`config.mk`:
```
export PLATFORM = sky130hd
export DESIGN_NAME = fofb_readout_sequencer
export DESIGN_NICKNAME = d
export VERILOG_FILES = /design/src/rtl/fofb_pkg.sv /design/src/rtl/fofb_step_timer.sv /design/src/rtl/fofb_readout_sequencer.sv
export SDC_FILE = /design/constraint.sdc
export NUM_CORES = 1
export LEC_CHECK = 0
export ABC_AREA = 1
export CAP_MARGIN = 20
export CORE_MARGIN = 3
export CORE_UTILIZATION = 35
export DETAILED_ROUTE_END_ITERATION = 16
export PLACE_DENSITY = 0.64
export SETUP_SLACK_MARGIN = 0.2
export SYNTH_ARGS = -nofsm -noshare
export SYNTH_HDL_FRONTEND = slang
export SYNTH_SLANG_ARGS = --single-unit
```
`constraint.sdc`:
```
create_clock -name sysClk -period 2.3 [get_ports sysClk]
set_clock_uncertainty 0.2 [all_clocks]
set_input_delay 0.46 -clock sysClk [delete_from_list [all_inputs] [get_ports sysClk]]
set_output_delay 0.46 -clock sysClk [all_outputs]
set_load 0.05 [all_outputs]
```
`src/rtl/fofb_pkg.sv`:
```
// ---------------------------------------------------------------------------
// fofb_pkg
// Shared definitions for the FOFB readout sequencer:
//   seq_state_t : sequencer state encoding (IDLE/WAIT/SWEEP/FLUSH)
//   park_addr   : readout park address for an index width w (2^w - 2)
//   sat_inc     : saturating increment of a w-bit counter held in 32 bits
// No ports (package).
// ---------------------------------------------------------------------------
package fofb_pkg;

    typedef enum logic [1:0] {
        ST_IDLE  = 2'd0,
        ST_WAIT  = 2'd1,
        ST_SWEEP = 2'd2,
        ST_FLUSH = 2'd3
    } seq_state_t;

    function automatic logic [31:0] park_addr(input int w);
        return (32'd1 << w) - 32'd2;
    endfunction

    // For w = 32 the shift wraps to 0, so the all-ones limit still comes out right.
    function automatic logic [31:0] sat_inc(input logic [31:0] v, input int w);
        logic [31:0] max_v;
        max_v = (32'd1 << w) - 32'd1;
        return (v == max_v) ? v : v + 32'd1;
    endfunction

endpackage

```
`src/rtl/fofb_step_timer.sv`:
```
// ---------------------------------------------------------------------------
// fofb_step_timer
// Loadable down-counter producing the per-address advance tick of a sweep.
// start_i loads max(cycles_i,1)-1 and latches it as the reload value; the
// counter then reloads itself on every terminal count, so tick_o is high on
// the last clock of each address hold.
// Ports:
//   clk_i    in  : clock
//   rst_i    in  : synchronous active-high reset
//   start_i  in  : load the hold length (sweep start)
//   cycles_i in 4: clocks per address, 0 treated as 1
//   tick_o   out : terminal count, advance the address this cycle
// ---------------------------------------------------------------------------
module fofb_step_timer (
    input  logic       clk_i,
    input  logic       rst_i,
    input  logic       start_i,
    input  logic [3:0] cycles_i,
    output logic       tick_o
);

    logic [3:0] reload_q, reload_d;
    logic [3:0] count_q, count_d;

    always_comb begin
        reload_d = reload_q;
        count_d  = count_q;
        if (start_i) begin
            reload_d = (cycles_i == 4'd0) ? 4'd0 : cycles_i - 4'd1;
            count_d  = reload_d;
        end else if (count_q == 4'd0) begin
            count_d = reload_q;
        end else begin
            count_d = count_q - 4'd1;
        end
    end

    always_ff @(posedge clk_i) begin
        if (rst_i) begin
            reload_q <= 4'd0;
            count_q  <= 4'd0;
        end else begin
            reload_q <= reload_d;
            count_q  <= count_d;
        end
    end

    assign tick_o = (count_q == 4'd0);

endmodule

```
`src/rtl/fofb_readout_sequencer.sv`:
```
// ---------------------------------------------------------------------------
// fofb_readout_sequencer
// Once per FA cycle waits for the readout to be valid (or to time out), then
// walks fofbDSPreadoutAddress over L BPM slots at stepCycles clocks per slot
// and emits a valid/first/last stream aligned to the one-cycle RAM latency.
//
// state | meaning
// ------+-----------------------------------------------------------
// IDLE  | nothing armed, address parked
// WAIT  | FA strobe seen, waiting for readoutValid / readTimeout
// SWEEP | stepping the address over slots 0..L-1
// FLUSH | one cycle at PARK letting the last element's data drain
//
// Build option: FOFB_SEQ_TIMEOUT_SWEEP_EN - when defined a timeout in WAIT
// starts a sweep flagged dspStale; otherwise it counts a miss and returns
// to IDLE, and dspStale is tied low.
//
// Ports:
//   sysClk, sysReset           : clock, synchronous active-high reset
//   FAstrobe                   : arms a new FA cycle
//   readoutValid, readTimeout  : per-cycle readout status levels
//   bpmCount [W:0]             : slots to sweep (clamped, rounded up to even)
//   stepCycles [3:0]           : clocks per slot
//   fofbDSPreadoutAddress [W-1:0], dspValid, dspFirst, dspLast, dspStale
//   sweepActive, sweepDone     : sweep status
//   overrunCount, missCount    : saturating statistics
// ---------------------------------------------------------------------------
module fofb_readout_sequencer
    import fofb_pkg::*;
#(
    parameter int FOFB_INDEX_WIDTH = 9,
    parameter int COUNTER_WIDTH    = 16
) (
    input  logic                        sysClk,
    input  logic                        sysReset,
    input  logic                        FAstrobe,
    input  logic                        readoutValid,
    input  logic                        readTimeout,
    input  logic [FOFB_INDEX_WIDTH:0]   bpmCount,
    input  logic [3:0]                  stepCycles,
    output logic [FOFB_INDEX_WIDTH-1:0] fofbDSPreadoutAddress,
    output logic                        dspValid,
    output logic                        dspFirst,
    output logic                        dspLast,
    output logic                        dspStale,
    output logic                        sweepActive,
    output logic                        sweepDone,
    output logic [COUNTER_WIDTH-1:0]    overrunCount,
    output logic [COUNTER_WIDTH-1:0]    missCount
);

    localparam int W = FOFB_INDEX_WIDTH;
    localparam logic [W-1:0] PARK = W'(park_addr(W));

    seq_state_t state_q, state_d;
    logic [W-1:0] addr_q, addr_d;
    logic [W:0]   last_q, last_d;
    logic pend_q, pend_d;
    logic elem_q, elem_d;          // high in the first cycle an element's address is out
    logic valid_q, valid_d, first_q, first_d, lastf_q, lastf_d;
    logic done_q, done_d, active_q, active_d;
    logic [COUNTER_WIDTH-1:0] over_q, over_d, miss_q, miss_d;
    logic start_sweep, start_stale, tick;
    logic [W:0] len_clamp, len_even;

    fofb_step_timer u_step_timer (
        .clk_i    (sysClk),
        .rst_i    (sysReset),
        .start_i  (start_sweep),
        .cycles_i (stepCycles),
        .tick_o   (tick)
    );

    always_comb begin
        len_clamp = (bpmCount > {1'b0, PARK}) ? {1'b0, PARK} : bpmCount;
        len_even  = len_clamp + {{W{1'b0}}, len_clamp[0]};
    end

    always_comb begin
        state_d     = state_q;
        addr_d      = addr_q;
        last_d      = last_q;
        pend_d      = pend_q;
        elem_d      = 1'b0;
        done_d      = 1'b0;
        over_d      = over_q;
        miss_d      = miss_q;
        start_sweep = 1'b0;
        start_stale = 1'b0;
        valid_d     = elem_q;
        first_d     = elem_q && (addr_q == '0);
        lastf_d     = elem_q && ({1'b0, addr_q} == last_q);

        case (state_q)
            ST_IDLE: begin
                if (FAstrobe) state_d = ST_WAIT;
            end
            ST_WAIT: begin
                if (FAstrobe) begin
                    over_d = COUNTER_WIDTH'(sat_inc(32'(over_q), COUNTER_WIDTH));
                    miss_d = COUNTER_WIDTH'(sat_inc(32'(miss_q), COUNTER_WIDTH));
                end else if (readoutValid) begin
                    start_sweep = 1'b1;
                end else if (readTimeout) begin
`ifdef FOFB_SEQ_TIMEOUT_SWEEP_EN
                    start_sweep = 1'b1;
                    start_stale = 1'b1;
`else
                    miss_d  = COUNTER_WIDTH'(sat_inc(32'(miss_q), COUNTER_WIDTH));
                    state_d = ST_IDLE;
`endif
                end
            end
            ST_SWEEP: begin
                if (FAstrobe) begin
                    over_d = COUNTER_WIDTH'(sat_inc(32'(over_q), COUNTER_WIDTH));
                    pend_d = 1'b1;
                end
                if (tick) begin
                    if ({1'b0, addr_q} == last_q) begin
                        addr_d  = PARK;
                        state_d = ST_FLUSH;
                    end else begin
                        addr_d = addr_q + 1'b1;
                        elem_d = 1'b1;
                    end
                end
            end
            ST_FLUSH: begin
                done_d = 1'b1;
                if (FAstrobe)
                    over_d = COUNTER_WIDTH'(sat_inc(32'(over_q), COUNTER_WIDTH));
                // A strobe that arrived during the sweep re-arms immediately.
                state_d = (FAstrobe || pend_q) ? ST_WAIT : ST_IDLE;
                pend_d  = 1'b0;
            end
            default: state_d = ST_IDLE;
        endcase

        if (start_sweep) begin
            last_d = len_even - 1'b1;
            if (len_even == '0) begin
                state_d = ST_FLUSH;
            end else begin
                state_d = ST_SWEEP;
                addr_d  = '0;
                elem_d  = 1'b1;
            end
        end

        active_d = (state_d == ST_SWEEP) || (state_d == ST_FLUSH);
    end

    always_ff @(posedge sysClk) begin
        if (sysReset) begin
            state_q  <= ST_IDLE;
            addr_q   <= PARK;
            last_q   <= '0;
            pend_q   <= 1'b0;
            elem_q   <= 1'b0;
            valid_q  <= 1'b0;
            first_q  <= 1'b0;
            lastf_q  <= 1'b0;
            done_q   <= 1'b0;
            active_q <= 1'b0;
            over_q   <= '0;
            miss_q   <= '0;
        end else begin
            state_q  <= state_d;
            addr_q   <= addr_d;
            last_q   <= last_d;
            pend_q   <= pend_d;
            elem_q   <= elem_d;
            valid_q  <= valid_d;
            first_q  <= first_d;
            lastf_q  <= lastf_d;
            done_q   <= done_d;
            active_q <= active_d;
            over_q   <= over_d;
            miss_q   <= miss_d;
        end
    end

`ifdef FOFB_SEQ_TIMEOUT_SWEEP_EN
    logic stale_q, stale_d;

    always_comb begin
        stale_d = stale_q;
        if (start_sweep)
            stale_d = start_stale;
        else if (state_q == ST_FLUSH)
            stale_d = 1'b0;
    end

    always_ff @(posedge sysClk) begin
        if (sysReset) stale_q <= 1'b0;
        else          stale_q <= stale_d;
    end

    assign dspStale = stale_q;
`else
    assign dspStale = 1'b0;
`endif

    assign fofbDSPreadoutAddress = addr_q;
    assign dspValid     = valid_q;
    assign dspFirst     = first_q;
    assign dspLast      = lastf_q;
    assign sweepActive  = active_q;
    assign sweepDone    = done_q;
    assign overrunCount = over_q;
    assign missCount    = miss_q;

endmodule

```
-- Word level (Yosys, flattened, before mapping)
Index checks and enable logic that the tools add are counted.
- register bits: 68
- input port bits: 19
- logic and storage cells: 82
- output and inout bits: 47
- add/subtract/negate cells: 7
- equal/unequal tests: 10
- bitwise gates (word level): 1
- mux-type cells: 34
- reductions and logical operators: 15
- order comparisons: 1
- operators with widths (operator ; count):
    16-bit 2-to-1 mux ; 4
    9-bit 2-to-1 mux ; 5
    16-bit by 1-bit adder with 16-bit output (second input constant) ; 2
    16-bit equality test (second input constant) ; 2
    2-bit 2-to-1 mux ; 7
    1-bit 2-to-1 mux ; 12
    4-bit 2-to-1 mux ; 3
    10-bit by 1-bit adder with 10-bit output ; 1
    9-bit by 10-bit equality test with 1-bit output ; 1
    10-bit by 9-bit greater-than comparator with 1-bit output (second input constant) ; 1
    10-bit logical NOT ; 1
    10-bit 2-to-1 mux ; 1
    10-bit by 1-bit subtractor with 10-bit output (second input constant) ; 1
    9-bit by 1-bit adder with 9-bit output (second input constant) ; 1
    9-bit logical NOT ; 1
    2-bit equality test (second input constant) ; 4
    4-bit logical NOT ; 2
    2-bit one-hot mux with 4 select lines ; 1
    4-bit by 1-bit subtractor with 4-bit output (second input constant) ; 2
    3-bit AND reduction ; 2
    2-bit != test (second input constant) ; 2
    2-bit nonzero test ; 2
    3-bit OR reduction ; 1
    2-bit by 1-bit equality test with 1-bit output (second input constant) ; 1
    6 further kinds ; 8

-- Logic depth before layout (Yosys ltp)
Gate-level depths: netlist of run 1.
- depth after elaboration: 8
- depth in mapped cells: 18

-- Cells and area by module
A second synthesis of run 1 with hierarchy kept.
- cells, all modules: 572
- area, all modules: 3854.9 sq um
- by module, submodules not included (module ; cells an instance ; area each (sq um) ; times used):
    fofb_readout_sequencer ; 502 ; 3414.5 ; 1
    fofb_step_timer ; 70 ; 440.4 ; 1

-- Worst setup path after synthesis of run 1
Ideal clock, no wire load.
- kind: input-to-reg
- start point: input port bpmCount[1]
- end point: register last_q[7]
- buffers on the path: 0
- setup time: 0.109 ns
- path slack: -0.157 ns
- data arrival time: 2.148 ns
- cell stages on the path: 18
- required time: 1.991 ns
- cells stage by stage: nand3_1 > nor2_2 > nand2_2 > nand2_2 > or2_2 > ha_1 > inv_1 > xor2_1 > inv_1 > ha_1 > nand3_1 > nor2_1 > nand3_1 > inv_1 > nand2_1 > nand3_1 > nand2_1 > inv_1
- word-level cells in the longest chain between the ends: 4
- ends and longest elaborated chain (what ; line ; source):
    from (decl) ; fofb_readout_sequencer.sv:39 ; input logic [FOFB_INDEX_WIDTH:0] bpmCount,
    10-bit by 9-bit greater-than comparator with 1-bit output ; fofb_readout_sequencer.sv:75 ; len_clamp = (bpmCount > {1'b0, PARK}) ? {1'b0, PARK} : bpmCount;
    10-bit 2-to-1 mux (*) ; fofb_readout_sequencer.sv:75 ;
    10-bit by 1-bit adder with 10-bit output (*) ; fofb_readout_sequencer.sv:76 ; len_even = len_clamp + {{W{1'b0}}, len_clamp[0]};
    10-bit by 1-bit subtractor with 10-bit output (*) ; fofb_readout_sequencer.sv:141 ; last_d = len_even - 1'b1;
    to (signal assigned) ; fofb_readout_sequencer.sv:171 ; last_q <= last_d;
    to (decl) ; fofb_readout_sequencer.sv:57 ; logic [W:0] last_q, last_d;
Mark *: on every way between the ends. The rest lies on a longest branch, timed or not.
A chain may end at the register's enable or synchronous reset.

-- Final worst setup path of run 1
- start point: input port bpmCount[0]
- end point: register elem_q
- word-level cells in the longest chain between the ends: 6
- ends and longest elaborated chain (what ; line ; source):
    10-bit by 9-bit greater-than comparator with 1-bit output ; fofb_readout_sequencer.sv:75 ;
    10-bit 2-to-1 mux (*) ; fofb_readout_sequencer.sv:75 ;
    10-bit by 1-bit adder with 10-bit output (*) ; fofb_readout_sequencer.sv:76 ;
    10-bit logical NOT (*) ; fofb_readout_sequencer.sv:142 ; if (len_even == '0) begin
    1-bit 2-to-1 mux (*) ; fofb_readout_sequencer.sv:142 ;
    1-bit 2-to-1 mux (*) ; fofb_readout_sequencer.sv:140 ; if (start_sweep) begin
    to (signal assigned) ; fofb_readout_sequencer.sv:173 ; elem_q <= elem_d;
    to (decl) ; fofb_readout_sequencer.sv:59 ; logic elem_q, elem_d;
Marked as above.

==> results of run 1 <==
==> synth_stat cells, drive strengths merged (2+ instances only) <==
cell type  number
nand2         120
inv            82
dfxtp          68
nor2           65
a21oi          48
o21ai          34
nand3          31
nor3           19
nand4          18
xor2           11
clkbuf          7
ha              7
xnor2           7
buf             5
o211ai          4
or2             4
nand3b          3
nor3b           3
nor4            3
o31ai           3
a31oi           2
o221ai          2
o22ai           2
==> flip-flops by register name, summed over array words and instances, names as in the netlist, 2 cells and up <==
register and cells:
u_step_timer.count_q 4, state_q 2, fofbDSPreadoutAddress 9, u_step_timer.reload_q 4, missCount 16, overrunCount 16, last_q 10
==> worst min path at each step <==
stage	startpoint	endpoint	cells after the start
after floorplan	elem_q	dspValid	2
after detailed placement	elem_q	dspLast	2
final	elem_q	dspValid	2
after global placement	elem_q	dspLast	2
after global routing	u_step_timer.reload_q[1]	u_step_timer.reload_q[1]	2
after CTS	elem_q	dspLast	2
==> worst max-delay path: stages <==
cell     delay (ns)
buf_8          0.10
nand3_4        0.08
nor2_4         0.04
nand2_2        0.07
nand2_2        0.06
or2_4          0.23
ha_4           0.16
inv_4          0.06
xor2_2         0.07
nor2_1         0.16
nand3_2        0.12
nor2_4         0.15
nand3_4        0.09
o21ai_4        0.24
buf_12         0.16
a21oi_2        0.05
==> repair_timing <==
| action | 4_1_cts | 5_1_grt |
|---|---|---|
| hold buffers | 0 | 0 |
| pin swaps | 26 | 27 |
| setup endpoints to repair | 62 | 23 |
| buffers inserted | 4 | 12 |
| resized for setup | 108 | 36 |
==> layout make-up <==
class | instances | area [um2] | area share [%]
Multi-Input combinational cell | 393 | 2280 | 41.7
Sequential cell | 68 | 1380 | 25.3
Timing Repair Buffer | 128 | 1100 | 20.1
Inverter | 82 | 310 | 5.69
Tap cell | 136 | 170 | 3.12
Clock buffer | 12 | 145 | 2.66
Clock inverter | 4 | 72.6 | 1.33
==> through the flow <==
| step | worst slack, ns | hold WS [ns] | area, um2 | total power [uW] | util (%) |
|---|---|---|---|---|---|
| global route | -0.0683 | 0.279 | 5460 | 3260 | 52.4 |
| detailed placement | -0.717 | 0.243 | 4940 | 1990 | 47.4 |
| global placement | -0.638 | 0.241 | 4940 | 1970 | 47.4 |
| finish | 0.0239 | 0.241 | 5460 | 3100 | 52.4 |
| floorplan | -0.0776 | 0.223 | 3830 | 1740 | - |
| CTS | 0.127 | 0.247 | 5220 | 3090 | 50.1 |
==> cells by family (layout without fill, tap and decap cells) <==
logic type	Yosys count	in the layout	share of synthesized area, %
fa+ha+maj	7	7	2.33
compound gates	100	100	15.0
other cells	1	1	0.0996
flops	68	68	36.1
simple gates	267	267	32.3
buf+inv	94	226	9.77
xor+xnor	18	18	4.39
==> layer usage <==
layer  vias to the layer above  wire length [um]  GRT usage, %
met5                         -                 0             0
met3                        20               422          2.88
met1                      1820              4580          21.1
met4                         0               209          5.88
li1                       2073                 -             -
met2                        93              4910          28.9
==> power by group <==
| group | total (uW) | switching, uW | internal, uW |
|---|---|---|---|
| Combinational | 718 | 411 | 306 |
| Clock | 1090 | 454 | 639 |
| Sequential | 1290 | 48.7 | 1240 |
==> results.json, run 1 <==
{
  "outcome": "finished, final reports clean",
  "rsz0062_at_grt": "yes",
  "initial_core_util_pct": 36.2,
  "finalHoldViolations": 0,
  "leakage_uw": 0.00245,
  "hpwl_um": 7410,
  "ys_seq_elements": 68,
  "io_buffers": 64,
  "cap_viol_max_count": 0,
  "slew_headroom_pct": 63.4,
  "synth.avg_cell_area_um2": 6.79,
  "finish.net_count": 708,
  "clk_pin_slew_ns": 0.08,
  "vias": 4006,
  "placedCellCount": 791,
  "reg2reg_slack_ns": 0.22,
  "drt_iter0_drc": 197,
  "cts.sinks": 68,
  "drtAntennaViolNets": 0,
  "peakVddDrop_uv": 361,
  "wire_per_inst_um": 12.3,
  "grt_usage_pct": 16.8,
  "io_pins": 66,
  "worstMarginPinSlew_ns": 0.545,
  "worstPathRequired_ns": 2.34,
  "cts_max_path_buffers": 2,
  "drive_above_1_share_pct": 25.5,
  "post-route-period-util_pct": 99.0,
  "clock_latency_ns": 0.36,
  "synth_top_area_share_pct": 36.1,
  "r2r-start": "fofbDSPreadoutAddress[8]",
  "tritoncts": "built",
  "firstDrtPassIters": 5,
  "synth_edf_count": 0,
  "wl_um": 10100,
  "viasPerCell": 4.87,
  "dieArea_um2": 12000,
  "root_buffer": "clkbuf_8",
  "r2r-end": "fofbDSPreadoutAddress[6]",
  "ys_seq_area_share_pct": 36.1,
  "coreArea_um2": 10400,
  "yosys-top-cells-area": "dfxtp_1 (36%), nand2_1 (11%), inv_1 (7.9%), a21oi_1 (6.4%), nor2_1 (6.1%)",
  "overflow": 0,
  "worstHoldPathType": "register to register",
  "synth_cell_types": 42,
  "syn_inst": 555,
  "setup_violations": 0,
  "grt_max_degree": 26,
  "yosysWarnings": 0,
  "first_global_vias": 3691,
  "finalMaxSlewViolations": 0,
  "drc": 0,
  "routabilityCongestion": 0.885,
  "worstPathMaxFanout": 6,
  "cp-end-kind": "register",
  "period_needed_ns": 2.28,
  "antenna_found_initial": 0,
  "die_h_um": 110,
  "syn-num-nets": 581,
  "antenna_cells": 0,
  "fp.dieW_um": 110,
  "fillers": 1016,
  "stdcell_count": 823,
  "cp.arrival_ns": 2.31,
  "ys.flop_type": "dfxtp_1",
  "layout_common_cells": "nand2_1 (97), inv_1 (75), buf_4 (63), dfxtp_1 (55), nor2_1 (53)",
  "numCtsBuffers": 9,
  "async_flop_share_pct": 0,
  "synth.largest_area_cell": "dfxtp_1",
  "fmax_mhz": 439,
  "layout_commonest_cell": "nand2_1",
  "grt_pass1_wl_um": 16300,
  "h-tree-depth": 3,
  "crit_end": "elem_q",
  "crit_path_start": "bpmCount[0]",
  "reg2reg_depth": 10,
  "finalSetupTns_ns": 0,
  "critPathKind": "primary input to register",
  "power_density_nw_per_um2": 568,
  "syn-cell-area_um2": 3770,
  "fp-row-count": 37,
  "area_delta_synth_final_pct": 44.9,
  "cp-start-kind": "primary input"
}
No activity file was read; power rests on OpenSTA's default activity.
==> run 2: changes to the inputs <==
--- a/config.mk
+++ b/config.mk
@@ -12,6 +12,7 @@
 export DETAILED_ROUTE_END_ITERATION = 16
 export PLACE_DENSITY = 0.64
 export SETUP_SLACK_MARGIN = 0.2
+export SKIP_LAST_GASP = 1
 export SYNTH_ARGS = -nofsm -noshare
 export SYNTH_HDL_FRONTEND = slang
 export SYNTH_SLANG_ARGS = --single-unit
==> results of run 2 <==
Same layout as run 1: the final DEF is identical, and so are final timing and power.
